<file path="src/rtl/ram_port_arbiter.sv">
// Shares the single main-RAM port between cache refill/writeback bursts and an uncached single-word port.
// Optional starvation guard for the uncached port is enabled by defining ARB_FAIRNESS_EN.
module ram_port_arbiter #(
    parameter int ADDR_W       = 30,
    parameter int DATA_W       = 32,
    parameter int STARVE_LIMIT = 16
) (
    input  logic                  clk,
    input  logic                  rst_n,
    input  logic                  c_req,
    input  logic                  c_we,
    input  logic                  c_last,
    input  logic [ADDR_W-1:0]     c_addr,
    input  logic [DATA_W-1:0]     c_wdata,
    output logic                  c_gnt,
    output logic                  c_rvalid,
    input  logic                  u_req,
    input  logic                  u_we,
    input  logic [DATA_W/8-1:0]   u_be,
    input  logic [ADDR_W-1:0]     u_addr,
    input  logic [DATA_W-1:0]     u_wdata,
    output logic                  u_ack,
    output logic [DATA_W-1:0]     u_rdata,
    output logic                  ram_en,
    output logic [DATA_W/8-1:0]   ram_we,
    output logic [ADDR_W-1:0]     ram_addr,
    output logic [DATA_W-1:0]     ram_wdata,
    input  logic [DATA_W-1:0]     ram_rdata
);

    localparam int BE_W = DATA_W / 8;

    typedef enum logic [1:0] {
        IDLE    = 2'd0,
        CACHE   = 2'd1,
        U_ISSUE = 2'd2,
        U_RESP  = 2'd3
    } state_t;

    state_t              state_r;
    state_t              state_nxt_s;
    logic                latch_s;
    logic                u_first_s;
    logic                lat_we_r;
    logic [BE_W-1:0]     lat_be_r;
    logic [ADDR_W-1:0]   lat_addr_r;
    logic [DATA_W-1:0]   lat_wdata_r;
    logic                c_rvalid_r;

`ifdef ARB_FAIRNESS_EN
    localparam int CNT_W = $clog2(STARVE_LIMIT + 1);
    localparam logic [CNT_W-1:0] LIMIT_C = CNT_W'(STARVE_LIMIT);

    logic [CNT_W-1:0]    starve_cnt_r;

    // Starve counter: counts cycles the uncached port waits, saturating, cleared on its ack.
    always_ff @(posedge clk or negedge rst_n) begin
        if (!rst_n) begin
            starve_cnt_r <= {CNT_W{1'b0}};
        end else if (state_r == U_RESP) begin
            starve_cnt_r <= {CNT_W{1'b0}};
        end else if (u_req && (state_r != U_ISSUE) && (starve_cnt_r != LIMIT_C)) begin
            starve_cnt_r <= starve_cnt_r + {{(CNT_W-1){1'b0}}, 1'b1};
        end else begin
            starve_cnt_r <= starve_cnt_r;
        end
    end

    assign u_first_s = u_req && (starve_cnt_r == LIMIT_C);
`else
    logic starve_unused_s;

    assign starve_unused_s = (STARVE_LIMIT > 0);
    assign u_first_s       = 1'b0;
`endif

    // State register.
    always_ff @(posedge clk or negedge rst_n) begin
        if (!rst_n) begin
            state_r <= IDLE;
        end else begin
            state_r <= state_nxt_s;
        end
    end

    // Next-state logic; cache has priority in IDLE unless the uncached port is starved.
    always_comb begin
        state_nxt_s = state_r;
        latch_s     = 1'b0;
        case (state_r)
            IDLE: begin
                if (u_first_s) begin
                    state_nxt_s = U_ISSUE;
                    latch_s     = 1'b1;
                end else if (c_req) begin
                    state_nxt_s = CACHE;
                end else if (u_req) begin
                    state_nxt_s = U_ISSUE;
                    latch_s     = 1'b1;
                end else begin
                    state_nxt_s = IDLE;
                end
            end
            CACHE: begin
                if (c_req && c_last) begin
                    state_nxt_s = IDLE;
                end else begin
                    state_nxt_s = CACHE;
                end
            end
            U_ISSUE: state_nxt_s = U_RESP;
            U_RESP:  state_nxt_s = IDLE;
            default: state_nxt_s = IDLE;
        endcase
    end

    // Uncached request capture; later u_* changes are ignored until the next acceptance.
    always_ff @(posedge clk or negedge rst_n) begin
        if (!rst_n) begin
            lat_we_r    <= 1'b0;
            lat_be_r    <= {BE_W{1'b0}};
            lat_addr_r  <= {ADDR_W{1'b0}};
            lat_wdata_r <= {DATA_W{1'b0}};
        end else if (latch_s) begin
            lat_we_r    <= u_we;
            lat_be_r    <= u_be;
            lat_addr_r  <= u_addr;
            lat_wdata_r <= u_wdata;
        end else begin
            lat_we_r    <= lat_we_r;
            lat_be_r    <= lat_be_r;
            lat_addr_r  <= lat_addr_r;
            lat_wdata_r <= lat_wdata_r;
        end
    end

    // RAM port mux and handshake outputs, decoded from the current state.
    always_comb begin
        c_gnt     = 1'b0;
        u_ack     = 1'b0;
        u_rdata   = {DATA_W{1'b0}};
        ram_en    = 1'b0;
        ram_we    = {BE_W{1'b0}};
        ram_addr  = {ADDR_W{1'b0}};
        ram_wdata = {DATA_W{1'b0}};
        case (state_r)
            CACHE: begin
                c_gnt     = 1'b1;
                ram_en    = c_req;
                ram_addr  = c_addr;
                ram_wdata = c_wdata;
                if (c_req && c_we) begin
                    ram_we = {BE_W{1'b1}};
                end else begin
                    ram_we = {BE_W{1'b0}};
                end
            end
            U_ISSUE: begin
                ram_en    = 1'b1;
                ram_addr  = lat_addr_r;
                ram_wdata = lat_wdata_r;
                if (lat_we_r) begin
                    ram_we = lat_be_r;
                end else begin
                    ram_we = {BE_W{1'b0}};
                end
            end
            U_RESP: begin
                u_ack = 1'b1;
                if (lat_we_r) begin
                    u_rdata = {DATA_W{1'b0}};
                end else begin
                    u_rdata = ram_rdata;
                end
            end
            default: begin
                c_gnt = 1'b0;
            end
        endcase
    end

    // Cache read-data valid, one cycle behind the issued read beat.
    always_ff @(posedge clk or negedge rst_n) begin
        if (!rst_n) begin
            c_rvalid_r <= 1'b0;
        end else begin
            c_rvalid_r <= c_req & ~c_we & c_gnt;
        end
    end

    assign c_rvalid = c_rvalid_r;

endmodule
</file>
<file path="config.mk">
export PLATFORM = sky130hd
export DESIGN_NAME = ram_port_arbiter
export DESIGN_NICKNAME = d
export VERILOG_FILES = /design/src/rtl/ram_port_arbiter.sv
export SDC_FILE = /design/constraint.sdc
export NUM_CORES = 1
export LEC_CHECK = 0
export ABC_AREA = 1
export CELL_PAD_IN_SITES_DETAIL_PLACEMENT = 0
export CELL_PAD_IN_SITES_GLOBAL_PLACEMENT = 1
export CORE_MARGIN = 3
export CORE_UTILIZATION = 26
export CTS_BUF_LIST = sky130_fd_sc_hd__clkbuf_16
export CTS_CLUSTER_DIAMETER = 100
export DETAILED_ROUTE_END_ITERATION = 7
export GPL_ROUTABILITY_DRIVEN = 0
export GPL_TIMING_DRIVEN = 0
export PLACE_DENSITY_LB_ADDON = 0.1
export SKIP_LAST_GASP = 1
export SLEW_MARGIN = 20
export SYNTH_ARGS = -nofsm -noshare
export SYNTH_HDL_FRONTEND = slang
export SYNTH_SLANG_ARGS = --single-unit
</file>
<file path="constraint.sdc">
create_clock -name clk -period 2.6 [get_ports clk]
set_input_delay 0.65 -clock clk [delete_from_list [all_inputs] [get_ports clk]]
set_output_delay 0.65 -clock clk [all_outputs]
set_load 0.01 [all_outputs]
</file>
* After elaboration in Yosys (flattened, before gate mapping) *
Index checks and enable logic that the tools add are counted.

storage, ports and cells
  register bits after elaboration = 70
  input bits = 167
  output and inout port bits = 102
  logic and storage cells = 32

cells by class
  eq/ne operators = 3
  multiplexer cells = 17
  bitwise logic cells = 3
  reductions and logical operators = 3

operator list
  cell                                                                   number
  32-bit two-way mux                                                     2
  32-bit one-hot mux with 2 select lines                                 1
  30-bit one-hot mux with 2 select lines                                 1
  4-bit two-way mux                                                      2
  2-bit one-hot mux with 4 select lines                                  1
  4-bit one-hot mux with 2 select lines                                  1
  1-bit two-way mux                                                      6
  2-bit equality test, second input constant                             2
  2-bit two-way mux                                                      2
  1-bit bitwise AND                                                      2
  2-bit by 1-bit equality test with 1-bit output, second input constant  1
  1-bit logical AND                                                      2
  2-bit zero test                                                        1
  1-bit one-hot mux with 2 select lines                                  1
  1-bit inverter                                                         1

* Longest topological paths before layout *
Gate-level depths: netlist (run 1).

  depth in word-level cells = 3
  depth in mapped cells = 8
  gate-level depth less buffers = 5

* Least setup slack after synthesis (run 1) *
OpenSTA, ideal clock, no wires.

  kind = reg-to-output
  start point = register state_r[0]
  end point = output port ram_wdata[0]
  data arrival time = 1.297 ns
  data required time = 1.950 ns
  slack = 0.653 ns
  stages on the path, launching flop included = 7
  path buffers = 2
  cell sequence = dfrtp_1 inv_1 ha_1 inv_1 buf_2 buf_2 a21oi_1

on the way
  longest elaborated chain between the ends = 2
  elaborated cells on any way between the ends = 3
  those cells by class = eq/ne: 2; mux: 1

ends and longest elaborated chain
  what                                                                                   RTL line  text
  from (decl)                                                                            40        state_t state_r;
  from (signal assigned)                                                                 82        state_r <= state_nxt_s;
  2-bit equality test or 2-bit by 1-bit equality test with 1-bit output (tied branches)  146       case (state_r)
  32-bit one-hot mux with 2 select lines (*)                                             146
  to (decl)                                                                              27        output logic [DATA_W-1:0] ram_wdata,

Mark *: on every way between the ends. The rest lies on a longest branch, timed or not.

* Worst setup path after layout (run 1) *
  start point = register state_r[0]
  end point = output port ram_wdata[3]

The elaborated chain is that of the path after synthesis.

==> run_results.csv, run 1 <==
group,metric,value,unit
global_route,antenna_found_initial,0,
synthesis,ys_types,17,
synthesis,ys_seq_area_share,42.1,%
detailed_routing,via_per_inst,4.50,
clock_tree,clock-sinks,70,
clock_tree,cts_tree,"yes",
layout,fin_nets,1067,
floorplan,num_io_pins,269,
worst_setup_path,rrSetupSlack,980,ps
layout,n_antenna_cell,0,
floorplan,rows,45,
clock_tree,cts_max_level,3,
detailed_routing,post_drt_wl_per_cell,15.5,um
detailed_routing,drtIter0Drc,182,
clock_tree,numCtsBuffers,9,
worst_setup_path,cpLargestDelayFamily,"buffers and inverters",
detailed_routing,drt-pass1-iter-count,5,
floorplan,die_h,133,um
run,cap_violations,0,
synthesis,yosysWarnings,0,
synthesis,synth_area_per_cell,6.84,um2
synthesis,synth_seq_cells,70,
worst_setup_path,path_class,"flop to output port",
sta,finalHoldViolations,0,
clock_tree,cts-root-buf,"clkbuf_16",
floorplan,die_area,0.0176,mm2
global_route,gr-total-overflow,0,
min_path,hold_path_class,"primary input to async pin",
layout,syn_to_final_growth,78.4,%
placed_design,port_buffers,267,
detailed_routing,finalWirelength,17200,um
placed_design,pre_cts_slack,-353,ps
sta,max-slew-margin-rel,66.8,%
floorplan,die-width,133,um
worst_setup_path,critical_path.slowest_cell,"dfrtp_1",
global_route,grt_pass1_vias,5020,
worst_setup_path,r2r-start,"state_r[0]$_DFF_PN0_",
synthesis,syn_area,0.00416,mm2
global_route,grtUsageTotal,19.4,%
sta,worstMarginPinSlew,497,ps
placed_design,dp_hpwl,13100,um
worst_setup_path,end_kind,"output port",
clock_tree,path_clk_slew,60,ps
floorplan,coreArea,0.0154,mm2
worst_setup_path,critPathArrivalTime,1930,ps
synthesis,netlist_instances,608,
worst_setup_path,critPathMaxFanout,10,
worst_setup_path,cp-start-kind,"flop",
detailed_routing,final_antenna_net_count,0,
detailed_routing,drc_errors,0,
sta,rsz0062_at_grt,"true",
sta,timing.fmax,387,MHz
power_and_ir_drop,power.leakage,3.91,nW
clock_tree,clock_latency,340,ps
worst_setup_path,path_cells,"buf_4 -> ha_1 -> buf_6 -> buf_4 -> buf_6 -> nand2_1 -> a21oi_1 -> dlygate4sd2_1",
sta,worst_slack,18.4,ps
floorplan,start_util,27.0,%
worst_setup_path,path_buf_inv,5,
worst_setup_path,r2r_end,"lat_wdata_r[11]$_DFFE_PN0P_",
power_and_ir_drop,power.total,6.62,mW
global_route,grt_pass1_wl,27400,um
detailed_routing,vias,5000,
sta,finalClockSkew,7.48,ps
sta,maxSlewViolCount,0,
layout,fin_util,48.1,%
sta,setup_viol_count_final,0,
global_route,grt_max_degree,55,
status,status,"complete, no violations",
sta,min_period_over_period,99.3,%
layout,drive_gt1_share,11.1,%
worst_setup_path,r2r_cells,6,
worst_setup_path,required,1950,ps
clock_tree,cts_buffer_depth,2,
synthesis,synth_fp_nets,781,
sta,fin_crit,2580,ps
worst_setup_path,critPathMaxStageDelay,410,ps
power_and_ir_drop,ir_drop,365,uV
worst_setup_path,cp_num_cells,8,
power_and_ir_drop,power_density,892,mW/mm2
sta,whs,178,ps
synthesized netlist by cell type, drive strengths merged:
cell	instances	area share, %
nor2	35	3.2
inv	38	3.4
nand2	263	24
buf	37	5.0
nand3	6	0.84
a21boi	1	0.18
nand4	67	10
a21oi	67	8.1
clkbuf	17	1.5
ha	6	1.8
dfrtp	70	42
o21ai	1	0.12
kinds of logic after synthesis:
logic type	synth area share, %
compound gates	8.36
fa+ha+maj	1.80
buf+inv	9.95
flops	42.1
simple gates	37.8
sequential cells by signal (all words and copies together), names as in the netlist:
register and flops:
lat_we_r 1, state_r 2, lat_addr_r 30, c_rvalid 1, lat_wdata_r 32, lat_be_r 4
per-layer routing:
metal  up-vias  part of all wire, %  global-route usage (%)
met4         0                 0.76                    3.87
li1       2537                    -                       -
met2       164                   48                    32.8
met1      2290                   45                    25.0
met5         -                    0                       0
met3         9                  5.8                    5.06
report_power, final:
group          total (mW)  internal (mW)  switching, mW
sequential           1.87           1.59          0.276
combinational        3.61           1.56           2.05
clock                1.15          0.648          0.498
total                6.62           3.80           2.82
final cells by class:
| cell class | count | area [um2] |
|---|---|---|
| inverters | 38 | 143 |
| multi-input cells | 446 | 2020 |
| clock buffers | 9 | 225 |
| fillers | 1610 | 8000 |
| flip-flops and latches | 70 | 1750 |
| clock inverters | 7 | 48.8 |
| well taps | 211 | 264 |
| repair buffers | 276 | 2590 |
| plain buffers | 53 | 375 |
worst max-delay path by stage:
stage                    startpoint                          to
6_report       state_r[0]$_DFF_PN0_                ram_wdata[3]
5_1_grt        state_r[0]$_DFF_PN0_                ram_wdata[5]
4_1_cts        state_r[0]$_DFF_PN0_                ram_addr[17]
3_5_place_dp                  c_req                   ram_we[0]
3_3_place_gp                  rst_n  lat_addr_r[27]$_DFFE_PN0P_
2_1_floorplan  state_r[0]$_DFF_PN0_                ram_wdata[0]
repair_timing:
item,4_1_cts,5_1_grt
hold endpoints to repair,0,0
setup buffers,6,1
cloned,1,0
resized for setup,125,78
setup endpoints to repair,97,57
hold buffers,0,0
pin swaps,1,0
cell usage in the layout (no fill, tap or decap), drive strengths merged, types with 35 or more instances in the layout:
| cell type | count |
|---|---|
| nand2 | 263 |
| inv | 40 |
| clkdlybuf4s50 | 168 |
| clkbuf | 52 |
| dlygate4sd2 | 57 |
| dfrtp | 70 |
| buf | 46 |
| nand4 | 67 |
| nor2 | 35 |
| a21oi | 67 |
metrics by stage:
| step | setup TNS [ps] | cell area (um2) | std cells |
|---|---|---|---|
| 2_1_floorplan | 0 | 4160 | 608 |
| 3_3_place_gp | -124290 | 7100 | 1086 |
| 3_5_place_dp | -6490 | 7120 | 1087 |
| 4_1_cts | -699 | 7450 | 1110 |
| 5_1_grt | -731 | 7420 | 1110 |
| 6_report | 0 | 7420 | 1110 |
No activity file was read; power rests on OpenSTA's default activity.
==> inputs of run 2 (changes only) <==
Settings changed: ABC_CLOCK_PERIOD_IN_PS set to 2600, CORE_ASPECT_RATIO set to 0.75.
==> run_results.csv, run 2 (synthesized netlist as in run 1, its figures left out) <==
group,metric,value,unit
status,status,"finished, violations left",
status,violations,"setup timing",
worst_setup_path,critPathLaunch,"state_r[0]$_DFF_PN0_",
floorplan,die_h,116,um
worst_setup_path,rrSetupSlack,940,ps
sta,worst_slack,-81.8,ps
floorplan,start_util,26.9,%
layout,top_regs,"lat_wdata_r x32, lat_addr_r x30, lat_be_r x4",
power_and_ir_drop,power_density,906,mW/mm2
detailed_routing,finalWirelength,17200,um
worst_setup_path,critPathArrivalTime,2030,ps
worst_setup_path,path_cells,"inv_1 -> ha_1 -> inv_2 -> buf_4 -> a21oi_1 -> clkdlybuf4s50_1",
global_route,grt_pass1_wl,27200,um
global_route,grt_pass1_vias,5077,
sta,max-slew-margin-rel,68.1,%
sta,setup_viol_count_final,1,
sta,worstMarginPinSlew,478,ps
layout,final_cell_mix,"262 x nand2_1, 167 x clkdlybuf4s50_1, 70 x dfrtp_1",
run,cap_violations,0,
global_route,antenna_found_initial,0,
layout,drive_gt1_share,12.3,%
layout,final_area,0.00740,mm2
sta,rsz0062_at_grt,"true",
placed_design,placed_area,0.00711,mm2
sta,min_period_over_period,103,%
layout,largest-register,"lat_wdata_r",
detailed_routing,final_antenna_net_count,0,
layout,mostFrequentLayoutCell,"nand2_1",
detailed_routing,drt-pass1-iter-count,4,
clock_tree,path_clk_slew,50,ps
floorplan,num_io_pins,269,
worst_setup_path,critical_path.slowest_cell,"clkdlybuf4s50_1",
min_path,hold_path_class,"primary input to async pin",
sta,finalHoldViolations,0,
detailed_routing,post_drt_wl_per_cell,15.6,um
layout,syn_to_final_growth,77.7,%
sta,finalClockSkew,5.59,ps
worst_setup_path,r2r-start,"state_r[0]$_DFF_PN0_",
clock_tree,clock_latency,340,ps
worst_setup_path,cp-start-kind,"flop",
worst_setup_path,end_kind,"output port",
sta,final.setup.tns,-81.8,ps
power_and_ir_drop,power.total,6.70,mW
detailed_routing,vias,5027,
floorplan,coreArea,0.0155,mm2
placed_design,dp_hpwl,13400,um
layout,fin_nets,1069,
global_route,gr-total-overflow,0,
sta,timing.fmax,373,MHz
layout,n_antenna_cell,0,
global_route,grtUsageTotal,19.4,%
worst_setup_path,path_buf_inv,4,
clock_tree,cts_max_level,3,
global_route,grt_max_degree,38,
detailed_routing,drtIter0Drc,267,
worst_setup_path,required,1950,ps
worst_setup_path,critPathMaxStageDelay,550,ps
worst_setup_path,cpLargestDelayFamily,"buffers and inverters",
clock_tree,cts-root-buf,"clkbuf_16",
clock_tree,numCtsBuffers,9,
layout,n_fill_cell,1633,
detailed_routing,via_per_inst,4.55,
sta,maxSlewViolCount,0,
worst_setup_path,critPathMaxFanout,10,
worst_setup_path,path_class,"flop to output port",
layout,largest_register_ffs,32,
floorplan,rows,39,
clock_tree,clock-sinks,70,
clock_tree,cts_buffer_depth,2,
clock_tree,cts_tree,"yes",
power_and_ir_drop,power.leakage,3.79,nW
clock_tree,cts_hold_buf,0,
sta,fin_crit,2680,ps
floorplan,die-width,152,um
detailed_routing,drc_errors,0,
placed_design,port_buffers,267,
power_and_ir_drop,ir_drop,332,uV
floorplan,die_area,0.0176,mm2
[run 2: worst paths after layout]
kind,end,depth (start not counted)
min in group clk,lat_wdata_r[4]$_DFFE_PN0P_,2
setup reg to reg,lat_addr_r[5]$_DFFE_PN0P_,8
hold / removal,lat_wdata_r[21]$_DFFE_PN0P_,1
max in group asynchronous,lat_addr_r[16]$_DFFE_PN0P_,2
hold reg to reg,lat_wdata_r[4]$_DFFE_PN0P_,2
setup / recovery,ram_addr[27],6
[run 2: area by class of cell]
type	instances	area [um2]	share of cell area, %
plain buffers	54	402	5.43
clock buffers	9	225	3.05
multi-input cells	446	2020	27.4
repair buffers	277	2540	34.3
flip-flops and latches	70	1750	23.7
inverters	38	143	1.93
clock inverters	7	56.3	0.761
well taps	205	256	3.47
[run 2: metal layers]
layer | GRT usage, % | part of all wire, % | wire length [um] | vias up
li1 | - | - | - | 2532
met3 | 4.96 | 6.0 | 1030 | 15
met4 | 4.55 | 1.1 | 194 | 0
met1 | 26.0 | 47 | 8110 | 2297
met2 | 32.0 | 46 | 7900 | 183
met5 | 0 | 0 | 0 | -
[run 2: repair_timing]
item                                   in CTS  in global routing
gates cloned                                0                  0
gates resized for setup                   136                 90
pin swaps                                   1                  1
buffers inserted                            9                  1
setup endpoints to repair                  97                 71
endpoints found under the hold margin       0                  0
[run 2: worst register-to-register path: cells and delay by family, from the launching register on]
family                   cells  cell delay, ps
adder cells (fa/ha/maj)      1             150
buffers and inverters        4             700
flip-flops                   1             390
AND/OR/NAND/NOR              3             310
[run 2: per-stage QoR]
step / instances / setup WS, ps / hold WS [ps] / utilization [%]
after global placement: 1080 / -1610 / 454 / 45.8
after floorplan: 608 / 653 / 354 / -
after CTS: 1106 / -169 / 269 / 48.2
after detailed placement: 1081 / -334 / 460 / 46.0
final: 1106 / -81.8 / 263 / 47.8
after global routing: 1106 / -168 / 285 / 47.8
[run 2: power breakdown]
part | total, mW | internal, mW | switching, mW
Clock | 1.18 | 0.726 | 0.456
Combinational | 3.64 | 1.57 | 2.07
Sequential | 1.88 | 1.60 | 0.289
Total | 6.70 | 3.89 | 2.81
